[src/rtl/dataplane_pkg.sv]
// dataplane_pkg: shared protocol constants, flow key layout and parser state encoding.
package dataplane_pkg;
    localparam logic [15:0] ETHERTYPE_IPV4 = 16'h0800;
    localparam logic [15:0] ETHERTYPE_VLAN = 16'h8100;
    localparam logic [7:0] IP_PROTO_TCP = 8'd6;
    localparam logic [7:0] IP_PROTO_UDP = 8'd17;
    typedef struct packed {
        logic [31:0] src_ip;
        logic [31:0] dst_ip;
        logic [15:0] src_port;
        logic [15:0] dst_port;
        logic [23:0] rsvd;
        logic [7:0] proto;
    } flow_key_t;
    typedef enum logic [1:0] {ST_IDLE, ST_HDR, ST_SKIP} parse_state_t;
endpackage

[src/rtl/flow_key_extract_if.sv]
// flow_key_extract_if: 64-bit AXI-Stream frame bus; the parser only observes it.
interface flow_key_extract_if;
    logic [63:0] tdata;
    logic [7:0] tkeep;
    logic tvalid;
    logic tready;
    logic tlast;
    modport master (output tdata, tkeep, tvalid, tready, tlast);
    modport slave (input tdata, tkeep, tvalid, tready, tlast);
endinterface

[src/rtl/flow_key_extract_sat_counter.sv]
// sat_counter: synchronous increment counter that sticks at all-ones.
module sat_counter #(parameter int W = 16) (
    input  logic clk,
    input  logic rst,
    input  logic inc,
    output logic [W-1:0] cnt
);
    logic [W-1:0] cnt_q, cnt_d;
    assign cnt_d = (inc && cnt_q != '1) ? cnt_q + W'(1) : cnt_q;
    always_ff @(posedge clk) cnt_q <= rst ? '0 : cnt_d;
    assign cnt = cnt_q;
endmodule

[src/rtl/flow_key_extract.sv]
// flow_key_extract: taps an AXI-Stream Ethernet bus and emits the IPv4 5-tuple key of each eligible frame.
// Define FLOW_KEY_VLAN_EN to accept one 802.1Q tag ahead of the IPv4 header.
module flow_key_extract
    import dataplane_pkg::*;
#(parameter int CNT_W = 16) (
    input  logic clk,
    input  logic rst,
    flow_key_extract_if.slave s_axis,
    output flow_key_t flow_key,
    output logic flow_key_valid,
    output logic [CNT_W-1:0] cnt_keys,
    output logic [CNT_W-1:0] cnt_skipped,
    output logic [CNT_W-1:0] cnt_runt
);
    parse_state_t state_q, state_d;
    logic [2:0] beat_q, beat_d, beat, done_beat, off;
    logic inel_q, inel_d, valid_q, valid_d;
    logic fire, keep_bad, bad, ipv4_ok1, tag_q;
    logic inc_keys, inc_skip, inc_runt;
    logic [15:0] eth1;
    logic [7:0] need;
    logic [5:0] n;
    logic [127:0] acc_q, acc_d;
    flow_key_t key_q, key_d, emit_key;
    assign fire = s_axis.tvalid && s_axis.tready;
    assign beat = (state_q == ST_IDLE) ? 3'd0 : beat_q;
    assign eth1 = {s_axis.tdata[39:32], s_axis.tdata[47:40]};
    assign ipv4_ok1 = eth1 == ETHERTYPE_IPV4 && s_axis.tdata[55:48] == 8'h45;
`ifdef FLOW_KEY_VLAN_EN
    logic tag_d;
    logic [15:0] eth2;
    assign eth2 = {s_axis.tdata[7:0], s_axis.tdata[15:8]};
    always_comb begin
        tag_d = tag_q;
        if (fire && state_q == ST_IDLE) tag_d = 1'b0;
        else if (fire && state_q == ST_HDR && beat_q == 3'd1) tag_d = eth1 == ETHERTYPE_VLAN;
    end
    always_ff @(posedge clk) tag_q <= rst ? 1'b0 : tag_d;
    // a tagged frame reveals its inner ethertype one beat later; a second tag fails here
    assign bad = (beat == 3'd1 && !ipv4_ok1 && eth1 != ETHERTYPE_VLAN) ||
                 (tag_q && beat == 3'd2 && !(eth2 == ETHERTYPE_IPV4 && s_axis.tdata[23:16] == 8'h45));
`else
    assign tag_q = 1'b0;
    assign bad = beat == 3'd1 && !ipv4_ok1;
`endif
    assign off = tag_q ? 3'd4 : 3'd0;
    assign done_beat = tag_q ? 3'd5 : 3'd4;
    assign need = (beat != done_beat) ? 8'hFF : tag_q ? 8'h03 : 8'h3F;
    assign keep_bad = (s_axis.tkeep & need) != need;
    // key bits 127..32 are frame bytes 26..37 (after the tag shift) in wire order
    always_comb begin
        acc_d = acc_q;
        n = '0;
        for (int j = 0; j < 8; j++) begin
            n = {beat, 3'(j)} - 6'(off);
            if (fire && state_q != ST_SKIP && n == 6'd23) acc_d[7:0] = s_axis.tdata[8*j +: 8];
            if (fire && state_q != ST_SKIP && n >= 6'd26 && n <= 6'd37) acc_d[127 - 8*(n - 6'd26) -: 8] = s_axis.tdata[8*j +: 8];
        end
    end
    always_comb begin
        emit_key = acc_d;
        emit_key.rsvd = '0;
        if (emit_key.proto != IP_PROTO_TCP && emit_key.proto != IP_PROTO_UDP) begin
            emit_key.src_port = '0;
            emit_key.dst_port = '0;
        end
    end
    always_comb begin
        state_d = state_q;
        beat_d = beat_q;
        inel_d = inel_q;
        key_d = key_q;
        valid_d = 1'b0;
        inc_keys = 1'b0;
        inc_skip = 1'b0;
        inc_runt = 1'b0;
        if (fire) begin
            if (state_q == ST_SKIP) begin
                state_d = s_axis.tlast ? ST_IDLE : ST_SKIP;
                inc_skip = s_axis.tlast && inel_q;
            end else if (keep_bad) begin
                inc_runt = 1'b1;
                inel_d = 1'b0;
                state_d = s_axis.tlast ? ST_IDLE : ST_SKIP;
            end else if (bad) begin
                inc_skip = s_axis.tlast;
                inel_d = 1'b1;
                state_d = s_axis.tlast ? ST_IDLE : ST_SKIP;
            end else if (beat == done_beat) begin
                key_d = emit_key;
                valid_d = 1'b1;
                inc_keys = 1'b1;
                inel_d = 1'b0;
                state_d = s_axis.tlast ? ST_IDLE : ST_SKIP;
            end else if (s_axis.tlast) begin
                inc_runt = 1'b1;
                state_d = ST_IDLE;
            end else begin
                state_d = ST_HDR;
                beat_d = beat + 3'd1;
            end
        end
    end
    always_ff @(posedge clk) begin
        if (rst) begin
            state_q <= ST_IDLE;
            beat_q <= '0;
            inel_q <= 1'b0;
            acc_q <= '0;
            key_q <= '0;
            valid_q <= 1'b0;
        end else begin
            state_q <= state_d;
            beat_q <= beat_d;
            inel_q <= inel_d;
            acc_q <= acc_d;
            key_q <= key_d;
            valid_q <= valid_d;
        end
    end
    assign flow_key = key_q;
    assign flow_key_valid = valid_q;
    sat_counter #(.W(CNT_W)) u_cnt_keys (.clk(clk), .rst(rst), .inc(inc_keys), .cnt(cnt_keys));
    sat_counter #(.W(CNT_W)) u_cnt_skipped (.clk(clk), .rst(rst), .inc(inc_skip), .cnt(cnt_skipped));
    sat_counter #(.W(CNT_W)) u_cnt_runt (.clk(clk), .rst(rst), .inc(inc_runt), .cnt(cnt_runt));
endmodule

[src/flat_wrapper.sv]
// flat-port wrapper written by rule: the top's interface ports become plain ports
module flow_key_extract_flat import dataplane_pkg::*;
#(parameter int CNT_W = 16)
  (clk, rst, flow_key, flow_key_valid, cnt_keys, cnt_skipped, cnt_runt, s_axis_tdata, s_axis_tkeep, s_axis_tvalid, s_axis_tready, s_axis_tlast);
  flow_key_extract_if s_axis_i ();
  input  logic clk;
  input  logic rst;
  output flow_key_t flow_key;
  output logic flow_key_valid;
  output logic [CNT_W-1:0] cnt_keys;
  output logic [CNT_W-1:0] cnt_skipped;
  output logic [CNT_W-1:0] cnt_runt;
  input wire logic [$bits(s_axis_i.tdata)-1:0] s_axis_tdata;
  input wire logic [$bits(s_axis_i.tkeep)-1:0] s_axis_tkeep;
  input wire logic [$bits(s_axis_i.tvalid)-1:0] s_axis_tvalid;
  input wire logic [$bits(s_axis_i.tready)-1:0] s_axis_tready;
  input wire logic [$bits(s_axis_i.tlast)-1:0] s_axis_tlast;
  assign s_axis_i.tdata = s_axis_tdata;
  assign s_axis_i.tkeep = s_axis_tkeep;
  assign s_axis_i.tvalid = s_axis_tvalid;
  assign s_axis_i.tready = s_axis_tready;
  assign s_axis_i.tlast = s_axis_tlast;
  flow_key_extract #(.CNT_W(CNT_W)) u_core (.clk(clk), .rst(rst), .s_axis(s_axis_i), .flow_key(flow_key), .flow_key_valid(flow_key_valid), .cnt_keys(cnt_keys), .cnt_skipped(cnt_skipped), .cnt_runt(cnt_runt));
endmodule
[config.mk]
export PLATFORM = sky130hd
export DESIGN_NAME = flow_key_extract_flat
export DESIGN_NICKNAME = d
export VERILOG_FILES = /design/src/rtl/dataplane_pkg.sv /design/src/rtl/flow_key_extract_if.sv /design/src/rtl/flow_key_extract_sat_counter.sv /design/src/rtl/flow_key_extract.sv /design/src/flat_wrapper.sv
export SDC_FILE = /design/constraint.sdc
export NUM_CORES = 1
export LEC_CHECK = 0
export BUFFER_PORTS_ARGS = -buffer_cell sky130_fd_sc_hd__buf_2
export CORE_ASPECT_RATIO = 0.9
export CORE_MARGIN = 10
export CORE_UTILIZATION = 48
export DETAILED_ROUTE_END_ITERATION = 7
export GPL_TIMING_DRIVEN = 0
export PLACE_DENSITY = 0.78
export SLEW_MARGIN = 0
export SYNTH_ARGS = -nofsm -noshare
export SYNTH_HDL_FRONTEND = slang
export SYNTH_SLANG_ARGS = --single-unit
[constraint.sdc]
create_clock -name clk -period 3.95 [get_ports clk]
set_input_delay 0.1975 -clock clk [delete_from_list [all_inputs] [get_ports clk]]
set_output_delay 0.1975 -clock clk [all_outputs]
set_load 0.01 [all_outputs]
=== Word-level counts from Yosys, hierarchy flattened ===
Cells that the tools add are included.

* $add $sub $neg: 28
* Magnitude comparators: 16
* Equality and inequality tests: 14
* Shift operators: 16
* Multiplexer cells: 44
* Bitwise gates (word level): 6
* Reduce and logical (&&, ||, !) cells: 32

{| class="wikitable"
|+ Operators by type and width
! operator !! count
|-
| 8-bit by 34-bit variable shift with 135-bit output, first input constant || 8
|-
| 8-bit by 34-bit variable part select with 135-bit output || 8
|-
| 128-bit bitwise mux || 8
|-
| 128-bit two-way mux || 8
|-
| 32-bit negator with 34-bit output || 8
|-
| 7-bit by 32-bit subtractor with 32-bit output, first input constant || 8
|-
| 6-bit by 5-bit subtractor with 7-bit output, second input constant || 8
|-
| 16-bit by 1-bit adder with 16-bit output, second input constant || 3
|-
| 6-bit by 5-bit >= comparator with 1-bit output, second input constant || 8
|-
| 6-bit <= comparator, second input constant || 8
|-
| 16-bit inequality test, second input constant || 3
|-
| 32-bit two-way mux || 1
|-
| 1-bit logical AND || 26
|-
| 1-bit two-way mux || 19
|-
| 16-bit by 12-bit == test with 1-bit output, second input constant || 1
|-
| 8-bit two-way mux || 2
|-
| 2-bit two-way mux || 5
|-
| 8-bit AND || 1
|-
| 8-bit by 7-bit == test with 1-bit output, second input constant || 1
|-
| 8-bit by 3-bit inequality test with 1-bit output, second input constant || 1
|-
| 8-bit by 5-bit inequality test with 1-bit output, second input constant || 1
|-
| 8-bit inequality test || 1
|-
| 6-bit AND reduction || 1
|-
| 1-bit inverter || 5
|-
| other kinds (13) || 13
|}

* Register bits after elaboration: 287
* Input port bits: 77
* Output and inout port bits: 177

=== Logic depth before layout (Yosys ltp) ===
* Word-level depth: 26
* Depth in mapped cells: 18
* Mapped depth without buffers: 13

=== Modules after synthesis ===
Synthesis repeated with hierarchy kept, for this count alone.

* Cell total of the unflattened synthesis: 1250
* Area, all modules: 10791.6 um^2

{| class="wikitable"
|+ Modules (own cells, without submodules)
! module !! instances !! cells an instance !! area each (um^2) !! seq. area each (um^2)
|-
| flow_key_extract || 1 || 953 || 8246.7 || 4304.1
|-
| sat_counter || 3 || 99 || 848.3 || 320.3
|}

=== Worst setup path after synthesis ===
No wires, ideal clock.

* Kind: reg-to-reg
* Start: reg u_core.state_q[0]
* End: reg u_core.key_q (netlist bit u_core.flow_key[108])
* Library setup time: 0.137 ns
* Arrival time: 3.662 ns
* Data required time: 3.813 ns
* Setup slack: 0.150 ns
* Stages on the path, launching flop included: 19
* Buffers on the path: 6
* Path through: dfxtp_1 > buf_6 > nor2_2 > nor2b_1 > buf_2 > clkbuf_1 > ha_1 > inv_1 > ha_1 > ha_1 > ha_1 > buf_2 > nor4bb_1 > nand3_1 > a2111o_1 > clkbuf_1 > buf_2 > a21oi_1 > a211oi_1

* Longest elaborated chain between the ends: 22
* Elaborated cells between the ends (all ways): 104
* Those cells by class: 24 x add/sub; 16 x order compare; 6 x eq/ne; 16 x shift; 18 x mux; 4 x bitwise; 20 x reduce/logical

{| class="wikitable"
|+ Ends and longest elaborated chain
! what !! line !! text
|-
| from (decl) || flow_key_extract.sv:15 || <nowiki>parse_state_t state_q, state_d;</nowiki>
|-
| from (signal assigned) || flow_key_extract.sv:113 || <nowiki>state_q <= state_d;</nowiki>
|-
| 2-bit logical NOT || flow_key_extract.sv:26 || <nowiki>assign beat = (state_q == ST_IDLE) ? 3'd0 : beat_q;</nowiki>
|-
| 3-bit two-way mux || flow_key_extract.sv:26 ||
|-
| 6-bit by 5-bit subtractor with 7-bit output || flow_key_extract.sv:57 || <nowiki>if (fire && state_q != ST_SKIP && n >= 6'd26 && n <= 6'd37) acc_d[127 - 8*(n - 6'd26) -: 8] = s_axis.tdata[8*j ...</nowiki>
|-
| 7-bit by 32-bit subtractor with 32-bit output || flow_key_extract.sv:57 ||
|-
| 32-bit negator with 34-bit output || flow_key_extract.sv:57 ||
|-
| 8-bit by 34-bit variable part select with 135-bit output or 8-bit by 34-bit variable shift with 135-bit output (tied branches) || flow_key_extract.sv:57 ||
|-
| 128-bit bitwise mux || flow_key_extract.sv:57 ||
|-
| 128-bit two-way mux || flow_key_extract.sv:57 ||
|-
| (+6 left out) || -- ||
|-
| 128-bit bitwise mux || flow_key_extract.sv:57 ||
|-
| 128-bit two-way mux || flow_key_extract.sv:57 ||
|-
| 128-bit bitwise mux || flow_key_extract.sv:57 ||
|-
| 128-bit two-way mux || flow_key_extract.sv:57 ||
|-
| 128-bit bitwise mux || flow_key_extract.sv:57 ||
|-
| 128-bit two-way mux || flow_key_extract.sv:57 ||
|-
| 128-bit bitwise mux || flow_key_extract.sv:57 ||
|-
| 128-bit two-way mux || flow_key_extract.sv:57 ||
|-
| to (signal assigned) || flow_key_extract.sv:117 || <nowiki>key_q <= key_d;</nowiki>
|-
| to (decl) || flow_key_extract.sv:24 || <nowiki>flow_key_t key_q, key_d, emit_key;</nowiki>
|}

Parallel ways exist; a longest one is shown, timed or not.
A chain may end at the register's enable or synchronous reset.

=== Final worst setup path ===
* Start: reg u_core.state_q[0]
* End: reg u_core.key_q (netlist bit u_core.flow_key[115])

The elaborated chain is that of the path after synthesis.

==> key figures <==
Outcome
  – Status: complete, but fails checks
  – Violated checks: capacitance limit, slew limit

Timing
  – F_max: between 200 and 300 MHz
  – Setup violations, final: 0
  – Final period util: 97.7%
  – Worst-margin pin slew: approximately 1.5 ns
  – Final hold vios: 0
  – Final min period: 3.86 ns
  – Relative slew slack: -1.27%
  – Sum Neg Setup Slack: 0 ns
  – Final Max Slew Viols: 11
  – RSZ-0062 raised after global routing: yes
  – Setup ws final: between 0.09 and 0.1 ns
  – Fin Clk Skew: slightly above 0.009 ns

Global route
  – Tot GR Track Use: about 22%
  – Grt ovf: 0
  – First-pass GRT wire length: slightly above 50000 um
  – Largest net degree at the start of global routing: 14
  – Vias in the first global route: about 9600
  – Initial antenna violation count: 6

Die
  – # rows: 51
  – Die height: 161 um
  – Starting density of the core: 49.0%
  – DIE WIDTH: about 180 um
  – Io pins: approximately 250
  – Core footprint: between 0.02 and 0.025 mm^2
  – Die area: roughly 0.029 mm^2

Setup path
  – Worst path slowest cell: a2111o_1
  – Startpoint Class: register
  – CP max stage delay: between 0.3 and 0.4 ns
  – Critical Path RT: ~4.4 ns
  – Critical Path, Cell by Cell: buf_6 > nor2_4 > nor2b_2 > buf_4 > clkbuf_8 > ha_1 > inv_1 > ha_2 > ha_1 > ha_1 > buf_4 > nor4bb_4 > nand3_2 > a2111o_1 > buf_4 > nor3_2 > a21oi_4 > a211oi_2
  – WP data arrival: between 4 and 5 ns
  – Crit. End Element: register
  – Kind of critical path: register to register
  – Critical path peak fanout: 11

Drt
  – Vias per cell: between 5 and 6
  – Vias: roughly 9800
  – Drc violations: 0
  – Drt total wl: approximately 33000 um
  – DRT antenna net count: 0
  – 1st-pass router iterations: 6
  – Routed WL per cell: 17.8 um
  – Starting DRT DRC Count: 675

Yosys
  – Post-synth EDFFs: 0
  – Sequential share of the synthesized area: 49.5%
  – Post-synthesis cell area: 0.0106 mm^2
  – Yosys cell types: about 60
  – Synth warnings: 0
  – Syn Inst Count: 1242
  – Post-synth top area share: slightly below 50%
  – Top cells by area, synth: dfxtp_1 49%, nor2_1 9.4%, a21oi_1 4.7%, a211oi_1 4.5%, nand2_1 4.1%
  – Post-synth ARST share: 0%
  – Synth top cells by count: 266 x nor2_1, 263 x dfxtp_1, 115 x nand2_1
  – Mean Syn Cell Area: ~8.6 um^2
  – Most frequent cell after synthesis: nor2_1
  – #FFs+latches synth: 263
  – Main synth FF type: dfxtp_1
  – Post-synth top area cell: dfxtp_1

Placement
  – Post-DP HPWL: between 20000 and 25000 um
  – GP Congestion: 0.892
  – Worst slack at placement: -0.666 ns
  – Port bufs: ~230

Clock network
  – Clock slew at reported path FFs: around 0.06 ns
  – CTS Buffer Depth: 3
  – Root buf cell: clkbuf_16
  – CTS tree: yes
  – Worst-Skew Late Latency: roughly 0.52 ns
  – CTS Sinks: 263
  – Htree depth: 1
  – CTS buffer count: 27

Layout
  – Nets: 1626
  – Area Overhead vs Synth: 28.1%
  – Layout cells sized above 1: a little over a quarter
  – # fillers: 1886

Pwr
  – Switching power: between 0.001 and 0.0015 W
  – Switch share: about a fifth
  – Peak supply drop: approximately 0.31 mV
  – Power density cells: approximately 410 mW/mm^2
  – Comb pwr share: under 10%
  – Sequential power share: roughly 48%
  – Power consumption: about 0.0056 W
  – Clock power share: approximately 49%
  – Leak pwr: roughly 5.7 nW
  – Int Power: between 0.004 and 0.005 W

Hold path
  – Worst Hold Class: primary input to register

Run
  – Max cap viols: 1
## sequential cells by signal, summed over array words and instances, names as in the netlist
| name | flops |
|---|---|
| u_core.u_cnt_skipped.cnt | 16 |
| u_core.beat_q | 3 |
| u_core.u_cnt_keys.cnt | 16 |
| u_core.flow_key | 104 |
| u_core.u_cnt_runt.cnt | 16 |
| u_core.flow_key_valid | 1 |
| u_core.inel_q | 1 |
| u_core.acc_q | 104 |
| u_core.state_q | 2 |
## layout by cell type (no fill, tap or decap), types with 20 or more instances in the layout
master / instances
nor3_1: 33
nand2_1: 115
buf_4: 33
nor2_1: 265
buf_2: 239
a211oi_1: 60
o21ai_2: 30
xnor2_1: 20
dfxtp_1: 262
and3_1: 35
xor2_1: 23
a21oi_2: 23
conb_1: 24
nand3_1: 32
clkbuf_1: 61
clkbuf_16: 27
mux2i_1: 24
a21oi_1: 74
## metrics by stage
step                hold WS, ns  instances  instance area, um^2  util [%]
finish                   0.0195       1851                13600      62.8
global route             0.0147       1849                13600      62.8
CTS                     0.00810       1847                13400      61.8
detailed placement        0.437       1784                12200      56.4
global placement          0.431       1784                12200      56.4
floorplan                 0.365       1265                10700         -
## logic make-up after synthesis
kind of cell               share of synthesized area (%)
xor gates and xnor gates                            3.54
buffers and inverters                               5.61
DFF                                                 49.5
AOI/OAI and AO/OA                                   13.8
adders and majority gates                           1.29
muxes                                               2.36
other                                             0.0352
and+or+nand+nor                                     23.8
## layout make-up
| cell class | instances | area [um^2] | area share [%] |
|---|---|---|---|
| antenna | 3 | 7.51 | 0.0551 |
| buffer | 109 | 606 | 4.44 |
| clock buffer | 40 | 795 | 5.83 |
| clock inverter | 8 | 165 | 1.21 |
| inverter | 7 | 26.3 | 0.193 |
| multi-input combinational | 886 | 5100 | 37.4 |
| sequential | 263 | 5270 | 38.7 |
| tap | 291 | 364 | 2.67 |
| timing repair buffer | 244 | 1300 | 9.51 |
## power by group through the flow
| stage | Clock (W) | Sequential [W] | Combinational [W] |
|---|---|---|---|
| floorplan | 0 | 0.00272 | 0.0000869 |
| global placement | 0 | 0.00272 | 0.000175 |
| detailed placement | 0 | 0.00272 | 0.000175 |
| CTS | 0.00277 | 0.00266 | 0.000187 |
| global route | 0.00287 | 0.00266 | 0.000209 |
| finish | 0.00274 | 0.00266 | 0.000193 |
## what timing repair did
action                                  4_1_cts  5_1_grt
endpoints found under the setup margin      160      143
cloned                                        0        0
resized for setup                            19       57
buffers inserted                              1        1
hold buffers                                 14        0
endpoints found under the hold margin        14        0
pin swaps                                     0        2
## worst max-delay path, delay by kind of cell, from the launching register on
kind / cells / cell delay [ns]
AND/OR/NAND/NOR: 5 / 0.92
adder cells (fa/ha/maj): 4 / 0.96
AO/OA/AOI/OAI: 3 / 0.71
buffers and inverters: 6 / 0.87
flip-flops: 1 / 0.31
## final timing paths
kind                  startpoint              endpoint  slack, ns  cells after the start
min             s_axis_tdata[11]      u_core.acc_q[67]       0.02                      3
min reg2reg  u_core.flow_key[57]   u_core.flow_key[57]       0.45                      2
max reg2reg    u_core.state_q[0]  u_core.flow_key[115]       0.09                     18
max            u_core.state_q[0]  u_core.flow_key[115]       0.09                     18
## metal layers
layer  wire length, um  track usage [%]
met1             13700             26.9
met4               416             3.78
met5                50                0
met2             15700             36.0
met3              3100             6.99
(Power assumes the default switching activity.)
